$ cat src/rtl/xoodyak_cmd_seq.sv
// Command sequencer in front of xoodyak_build: queues host commands, holds each on the core
// inputs for HOLD_CYCLES, and buffers core outputs. Optional macro: XOOD_SEQ_STALL_EN.
module xoodyak_cmd_seq #(
    parameter int DEPTH       = 4,
    parameter int HOLD_CYCLES = 4
) (
    input  logic         eph1,
    input  logic         reset_n,
    input  logic         cmd_valid,
    output logic         cmd_ready,
    input  logic [4:0]   cmd_opmode,
    input  logic [351:0] cmd_data,
    output logic [4:0]   core_opmode,
    output logic [351:0] core_data,
    input  logic [191:0] core_textout,
    input  logic         core_textout_valid,
    output logic         rsp_valid,
    input  logic         rsp_ready,
    output logic [191:0] rsp_text,
    output logic         busy,
    output logic         overrun
);

    localparam int AW = (DEPTH > 1) ? $clog2(DEPTH) : 1;
    localparam int HW = (HOLD_CYCLES > 1) ? $clog2(HOLD_CYCLES) : 1;
    localparam logic [AW:0]   FULL_COUNT = (AW+1)'(DEPTH);
    localparam logic [HW-1:0] HOLD_LOAD  = HW'(HOLD_CYCLES - 1);

    localparam logic [0:0] S_IDLE  = 1'b0;
    localparam logic [0:0] S_ISSUE = 1'b1;

    logic [4:0]    fifo_op   [DEPTH];
    logic [351:0]  fifo_data [DEPTH];
    logic [AW-1:0] wr_ptr;
    logic [AW-1:0] rd_ptr;
    logic [AW:0]   count;
    logic [0:0]    state;
    logic [HW-1:0] hold_ctr;
    logic          push;
    logic          pop;
    logic          stall;
    logic          window_end;
    logic          drain;

    assign cmd_ready  = (count != FULL_COUNT);
    assign push       = cmd_valid & cmd_ready;
    assign drain      = rsp_valid & rsp_ready;
    assign busy       = (state == S_ISSUE) | (count != '0);
    assign window_end = (state == S_IDLE) | (hold_ctr == '0);
    assign pop        = window_end & (count != '0) & ~stall;

    // Holding back issue while the response buffer is full lets host back-pressure avoid overrun.
`ifdef XOOD_SEQ_STALL_EN
    assign stall = rsp_valid & ~rsp_ready;
`else
    assign stall = 1'b0;
`endif

    always_ff @(posedge eph1) begin
        if (push) begin
            fifo_op[wr_ptr]   <= cmd_opmode;
            fifo_data[wr_ptr] <= cmd_data;
        end
    end

    always_ff @(posedge eph1 or negedge reset_n) begin
        if (!reset_n) begin
            wr_ptr <= '0;
            rd_ptr <= '0;
            count  <= '0;
        end else begin
            if (push) wr_ptr <= wr_ptr + 1'b1;
            if (pop)  rd_ptr <= rd_ptr + 1'b1;
            if (push & ~pop)
                count <= count + 1'b1;
            else if (~push & pop)
                count <= count - 1'b1;
        end
    end

    // A pop always (re)starts a hold window, so back-to-back commands share no idle cycle.
    always_ff @(posedge eph1 or negedge reset_n) begin
        if (!reset_n) begin
            state       <= S_IDLE;
            hold_ctr    <= '0;
            core_opmode <= '0;
            core_data   <= '0;
        end else if (pop) begin
            state       <= S_ISSUE;
            hold_ctr    <= HOLD_LOAD;
            core_opmode <= fifo_op[rd_ptr];
            core_data   <= fifo_data[rd_ptr];
        end else if (state == S_ISSUE) begin
            if (hold_ctr != '0) begin
                hold_ctr <= hold_ctr - 1'b1;
            end else begin
                state       <= S_IDLE;
                core_opmode <= '0;
                core_data   <= '0;
            end
        end
    end

    always_ff @(posedge eph1 or negedge reset_n) begin
        if (!reset_n) begin
            rsp_valid <= 1'b0;
            rsp_text  <= '0;
            overrun   <= 1'b0;
        end else begin
            if (core_textout_valid & (~rsp_valid | drain)) begin
                rsp_valid <= 1'b1;
                rsp_text  <= core_textout;
            end else if (drain) begin
                rsp_valid <= 1'b0;
            end
            if (core_textout_valid & rsp_valid & ~drain)
                overrun <= 1'b1;
        end
    end

endmodule

$ cat config.mk
export PLATFORM = sky130hd
export DESIGN_NAME = xoodyak_cmd_seq
export DESIGN_NICKNAME = d
export VERILOG_FILES = /design/src/rtl/xoodyak_cmd_seq.sv
export SDC_FILE = /design/constraint.sdc
export NUM_CORES = 2
export LEC_CHECK = 0
export ABC_AREA = 1
export CORE_ASPECT_RATIO = 0.5
export CORE_UTILIZATION = 50
export CTS_BUF_LIST = sky130_fd_sc_hd__clkbuf_4
export CTS_CLUSTER_DIAMETER = 150
export DETAILED_ROUTE_END_ITERATION = 16
export GPL_TIMING_DRIVEN = 0
export PLACE_DENSITY = 0.77
export SLEW_MARGIN = 15
export SYNTH_ARGS = -nofsm -noshare
export SYNTH_HDL_FRONTEND = slang
export SYNTH_SLANG_ARGS = --single-unit
$ cat constraint.sdc
create_clock -name eph1 -period 17.65 [get_ports eph1]
set_clock_uncertainty 0.05 [all_clocks]
set_input_delay 1.765 -clock eph1 [delete_from_list [all_inputs] [get_ports eph1]]
set_output_delay 1.765 -clock eph1 [all_outputs]
set_load 0.05 [all_outputs]
=== Word level (Yosys, flattened, before mapping) ===
Memories as Yosys holds them, arrays and structs flattened.
Index checks and enable logic that the tools add are counted.

* Register bits after elaboration: 561
* Bits in latches: 0
* Bits in writable memories: 1428
* Bits in read-only memories: 0
* Input bits: 554
* Output and inout port bits: 553
* Memories kept: 2

* $add $sub $neg: 5
* Multiply operators: 0
* Divide/modulo/power cells: 0
* $lt $le $gt $ge: 0
* Equal/unequal tests: 2
* Shift-type cells: 0
* Muxes and demuxes: 18
* Bitwise operators: 16
* Reductions and logical operators: 9

{| class="wikitable"
|+ Memory list
! name !! depth !! bits a word !! read ports !! clocked after memory_dff !! wr ports !! line !! RTL
|-
| fifo_data || 4 || 352 || 1 || 0 || 1 || 33 || <nowiki>logic [351:0] fifo_data [DEPTH];</nowiki>
|-
| fifo_op || 4 || 5 || 1 || 0 || 1 || 32 || <nowiki>logic [4:0] fifo_op [DEPTH];</nowiki>
|}

{| class="wikitable"
|+ Operator list
! operator !! count
|-
| $mux W352 || 3
|-
| $mux W5 || 3
|-
| $reduce_bool A2 Y1 || 5
|-
| $and A1 B1 Y1 || 8
|-
| $mux W1 || 7
|-
| $mux W2 || 3
|-
| $mux W3 || 2
|-
| $not A1 Y1 || 5
|-
| $add A2 B1 Y2 const B || 2
|-
| $reduce_and A2 Y1 || 2
|-
| $add A3 B1 Y3 const B || 1
|-
| $ne A3 B3 Y1 const B || 1
|-
| $or A1 B1 Y1 || 3
|-
| $reduce_bool A3 Y1 || 1
|-
| $sub A3 B1 Y3 const B || 1
|-
| $logic_not A2 Y1 || 1
|-
| $ne A2 B2 Y1 const B || 1
|-
| $sub A2 B1 Y2 const B || 1
|}

=== Logic depth before layout (Yosys ltp) ===
* Depth in word-level cells: 6
* Depth in mapped cells: 12
* Mapped depth without buffers: 12

=== Worst setup path before layout ===
OpenSTA, ideal clock, no wires.

* Kind: input to register
* From: input port cmd_valid
* To: memory fifo_data[0][0], enable pin
* Library setup time: 1.085 ns
* Arrival: 16.749 ns
* Path slack: -0.235 ns
* Stages: 2
* Path buffers: 0
* Path through: nand2_1 > nor2_1

* Cells in the longest elaborated chain, start to end: 3

{| class="wikitable"
|+ Ends and longest elaborated chain
! element !! line !! RTL
|-
| start, declared || 9 || <nowiki>input logic cmd_valid,</nowiki>
|-
| $and A1 B1 Y1 || 46 || <nowiki>assign push = cmd_valid & cmd_ready;</nowiki>
|-
| $mux W1 || 60 || <nowiki>if (push) begin</nowiki>
|-
| $mux W1 (not written as such) || 62 || <nowiki>fifo_data[wr_ptr] <= cmd_data;</nowiki>
|-
| end, declared || 33 ||
|}

No other way between the ends.

=== Worst setup path after layout ===
* From: register count[0]
* To: output port cmd_ready

* Cells in the longest elaborated chain, start to end: 1

{| class="wikitable"
|+ Ends and longest elaborated chain
! element !! line !! RTL
|-
| start, declared || 36 || <nowiki>logic [AW:0] count;</nowiki>
|-
| start signal, assigned || 75 || <nowiki>count <= count + 1'b1;</nowiki>
|-
| start signal, assigned || 77 || <nowiki>count <= count - 1'b1;</nowiki>
|-
| $ne A3 B3 Y1 || 45 || <nowiki>assign cmd_ready = (count != FULL_COUNT);</nowiki>
|-
| end, declared || 10 || <nowiki>output logic cmd_ready,</nowiki>
|}

No other way between the ends.

==> reports/qor.yml <==
run_status:
  status: "complete, no violations"
floorplanning:
  die_w_um: 550
  fp.dieArea_mm2: 0.152
  io_pins: 1107
  fp.dieH_um: 276
  core_mm2: 0.149
  start_util_pct: 50.5
  num_rows: 100
clock_network:
  clkSinkCount: 1989
  cts_max_level: 5
  max-clock-path-buffers: 4
  path_clk_slew_ps: 60
  clk_latency_ps: 1140
  numCtsBuffers: 434
  clockRootBuffer: "clkbuf_4"
  ctsResizeCount: 0
  postCtsSetupRepairBufs: 0
  cts_hold_buffers: 0
  cts_tree: "yes"
setup_path:
  max_stage_delay_ps: 860
  cp_num_buf_inv: 1
  worstSetupPathType: "reg2out"
  start_kind: "flop"
  crit_required_ps: 15830
  end_kind: "output pin"
  crit_slowest_cell: "clkdlybuf4s50_1"
  cp_max_fo: 5
  path_cells: "nor2_4, nand2_1, clkdlybuf4s50_1"
  cpLargestDelayFamily: "buffers and inverters"
  cp.arrival_ps: 2740
route:
  wl_um: 240000
  antenna_left: 0
  drt-pass1-iter-count: 8
  vias: 55300
  vias_per_cell: 5.37
  drt_first_iter_violations: 5371
  wire_per_inst_um: 23.3
  drc: 0
placed_design:
  post-dp-hpwl_um: 166000
  postPlaceCellArea_mm2: 0.0906
  io_buffer_count: 1105
  place_ws_ps: 12880
  place_congestion: 0.889
sta:
  slew_headroom_pct: 35.7
  hold_viol: 0
  post-route-period-util_pct: 25.8
  min_period_ps: 4550
  drv_slew: 0
  worstMarginPinSlew_ps: 961
  finalWorstSetupSlack_ps: 13100
  fmaxAchievable_mhz: 220
  timing.hold.ws_ps: 421
  rsz0062_at_grt: "no"
  setup_violations: 0
synthesis:
  synth.net_count: 6784
  netlist_area_mm2: 0.0752
  ys_types: 24
  ys_warn_count: 0
  synth_area_per_cell_um2: 12.1
  ys_top_cells_by_area: "edfxtp_1, dfrtp_1, nand2_1, nand3_1, buf_2"
  yosys.area.top_type: "edfxtp_1"
  seq_area_frac_synth_pct: 75.7
  ys_seq_elements: 1989
  synth_cells: 6223
  yosys.area.top_type_share_pct: 57.0
grt:
  grt_use_total_pct: 30.7
  grt_pass1_vias: 53500
  grt_overflow_total: 0
  grt_antenna_before_repair: 97
  grt_pass1_wl_um: 343000
  grt_max_degree: 102
worst_hold_path:
  hold_class: "reg2reg"
cells_and_area:
  fillers: 10700
  fin_nets: 8404
  layout_commonest_cell: "nand2_1"
  syn_to_final_growth_pct: 28.7
  final_area_mm2: 0.0968
  final_cell_mix: "nand2_1, edfxtp_1, nand3_1"
  drive_above_1_share_pct: 13.9
power_and_ir_drop:
  power.density_mw_per_mm2: 181
  ir_drop_mv: 0.113
  leakage_nw: 39.4
run:
  cap_violations: 0
## per-layer routing
metal	share of wire, %	GRT usage [%]	routed length [um]
met2	49	49.7	117000
met4	7.5	23.5	17900
met3	7.8	6.80	18800
met1	36	36.1	86400
met5	0.051	0	122
## registers in the layout (all words and copies together), names as in the netlist
register and flops:
rd_ptr 2, hold_ctr 2, wr_ptr 2, core_data 352
overrun 1, core_opmode 5, state 1, count 3
rsp_text 192, rsp_valid 1, fifo_op 20, fifo_data 1408
## kinds of logic (layout without fill, tap and decap cells)
kind of cell | Yosys count | after routing | synth area share, %
other | 0 | 94 | 0
adder cells (fa/ha/maj) | 7 | 7 | 0.126
buffers and inverters | 399 | 2394 | 2.85
AO/OA/AOI/OAI | 5 | 5 | 0.0549
XOR/XNOR | 5 | 5 | 0.0583
flip-flops | 1989 | 1989 | 75.7
AND/OR/NAND/NOR | 3818 | 3818 | 21.2
## final cells by class
class | instances | area [um2] | share of cell area, %
Inverter | 19 | 71.3 | 0.0737
Timing Repair Buffer | 1184 | 12900 | 13.3
Tap cell | 1989 | 2490 | 2.57
Buffer | 380 | 2070 | 2.14
Clock inverter | 98 | 576 | 0.595
Antenna cell | 94 | 235 | 0.243
Sequential cell | 1989 | 56900 | 58.8
Multi-Input combinational cell | 3835 | 16200 | 16.7
Clock buffer | 713 | 5350 | 5.53
## where the power goes
group          internal (W)  leakage [nW]  switching (W)
clock               0.00189          3.55        0.00183
sequential          0.00620          20.0       0.000427
combinational       0.00214          15.9        0.00505
## cells in the mapped netlist
library cell	number
nand3_1	1265
o21a_1	1
edfxtp_1	1428
buf_2	232
inv_1	17
nand3_4	1
dfrtp_1	561
buf_4	49
xor2_1	3
a21oi_4	1
xnor2_1	2
nor2_1	5
clkbuf_1	66
buf_8	1
buf_6	21
fa_1	1
ha_1	6
inv_2	2
nand2_1	2545
o21ai_0	2
buf_1	11
nand2_4	1
nor2_4	1
o21bai_1	1
## worst register-to-register path, cell delays in order (launching register included)
cell     delay [ps]
dfrtp_1         450
nor2_4          100
nand2_1         120
nand2_1         310
nor2_4          460
buf_16          240
buf_12          220
buf_12          220
buf_16          190
buf_16          180
buf_12          200
buf_16          200
## path summary, 6_finish.rpt
check,from,endpoint,slack (ps),depth (start not counted)
max in group asynchronous,reset_n,core_data[331],15610,3
hold reg to reg,rsp_text[20],rsp_text[20],420,2
setup / recovery,count[0],cmd_ready,13100,3
min in group asynchronous,reset_n,rsp_text[164],480,1
hold / removal,rsp_text[20],rsp_text[20],420,2
setup reg to reg,count[0],fifo_data[0][144],14430,11
## metrics by stage
step | utilization, % | TNS (ps) | std cells | power [W]
global route | 64.9 | 0 | 10300 | 0.0183
global placement | 59.5 | - | 9317 | 0.0142
detailed placement | 60.8 | 0 | 9396 | 0.0138
floorplan | - | -334870 | 6223 | 0.0113
CTS | 64.8 | 0 | 10200 | 0.0175
finish | 64.9 | 0 | 10300 | 0.0175
No activity file was read; power rests on OpenSTA's default activity.
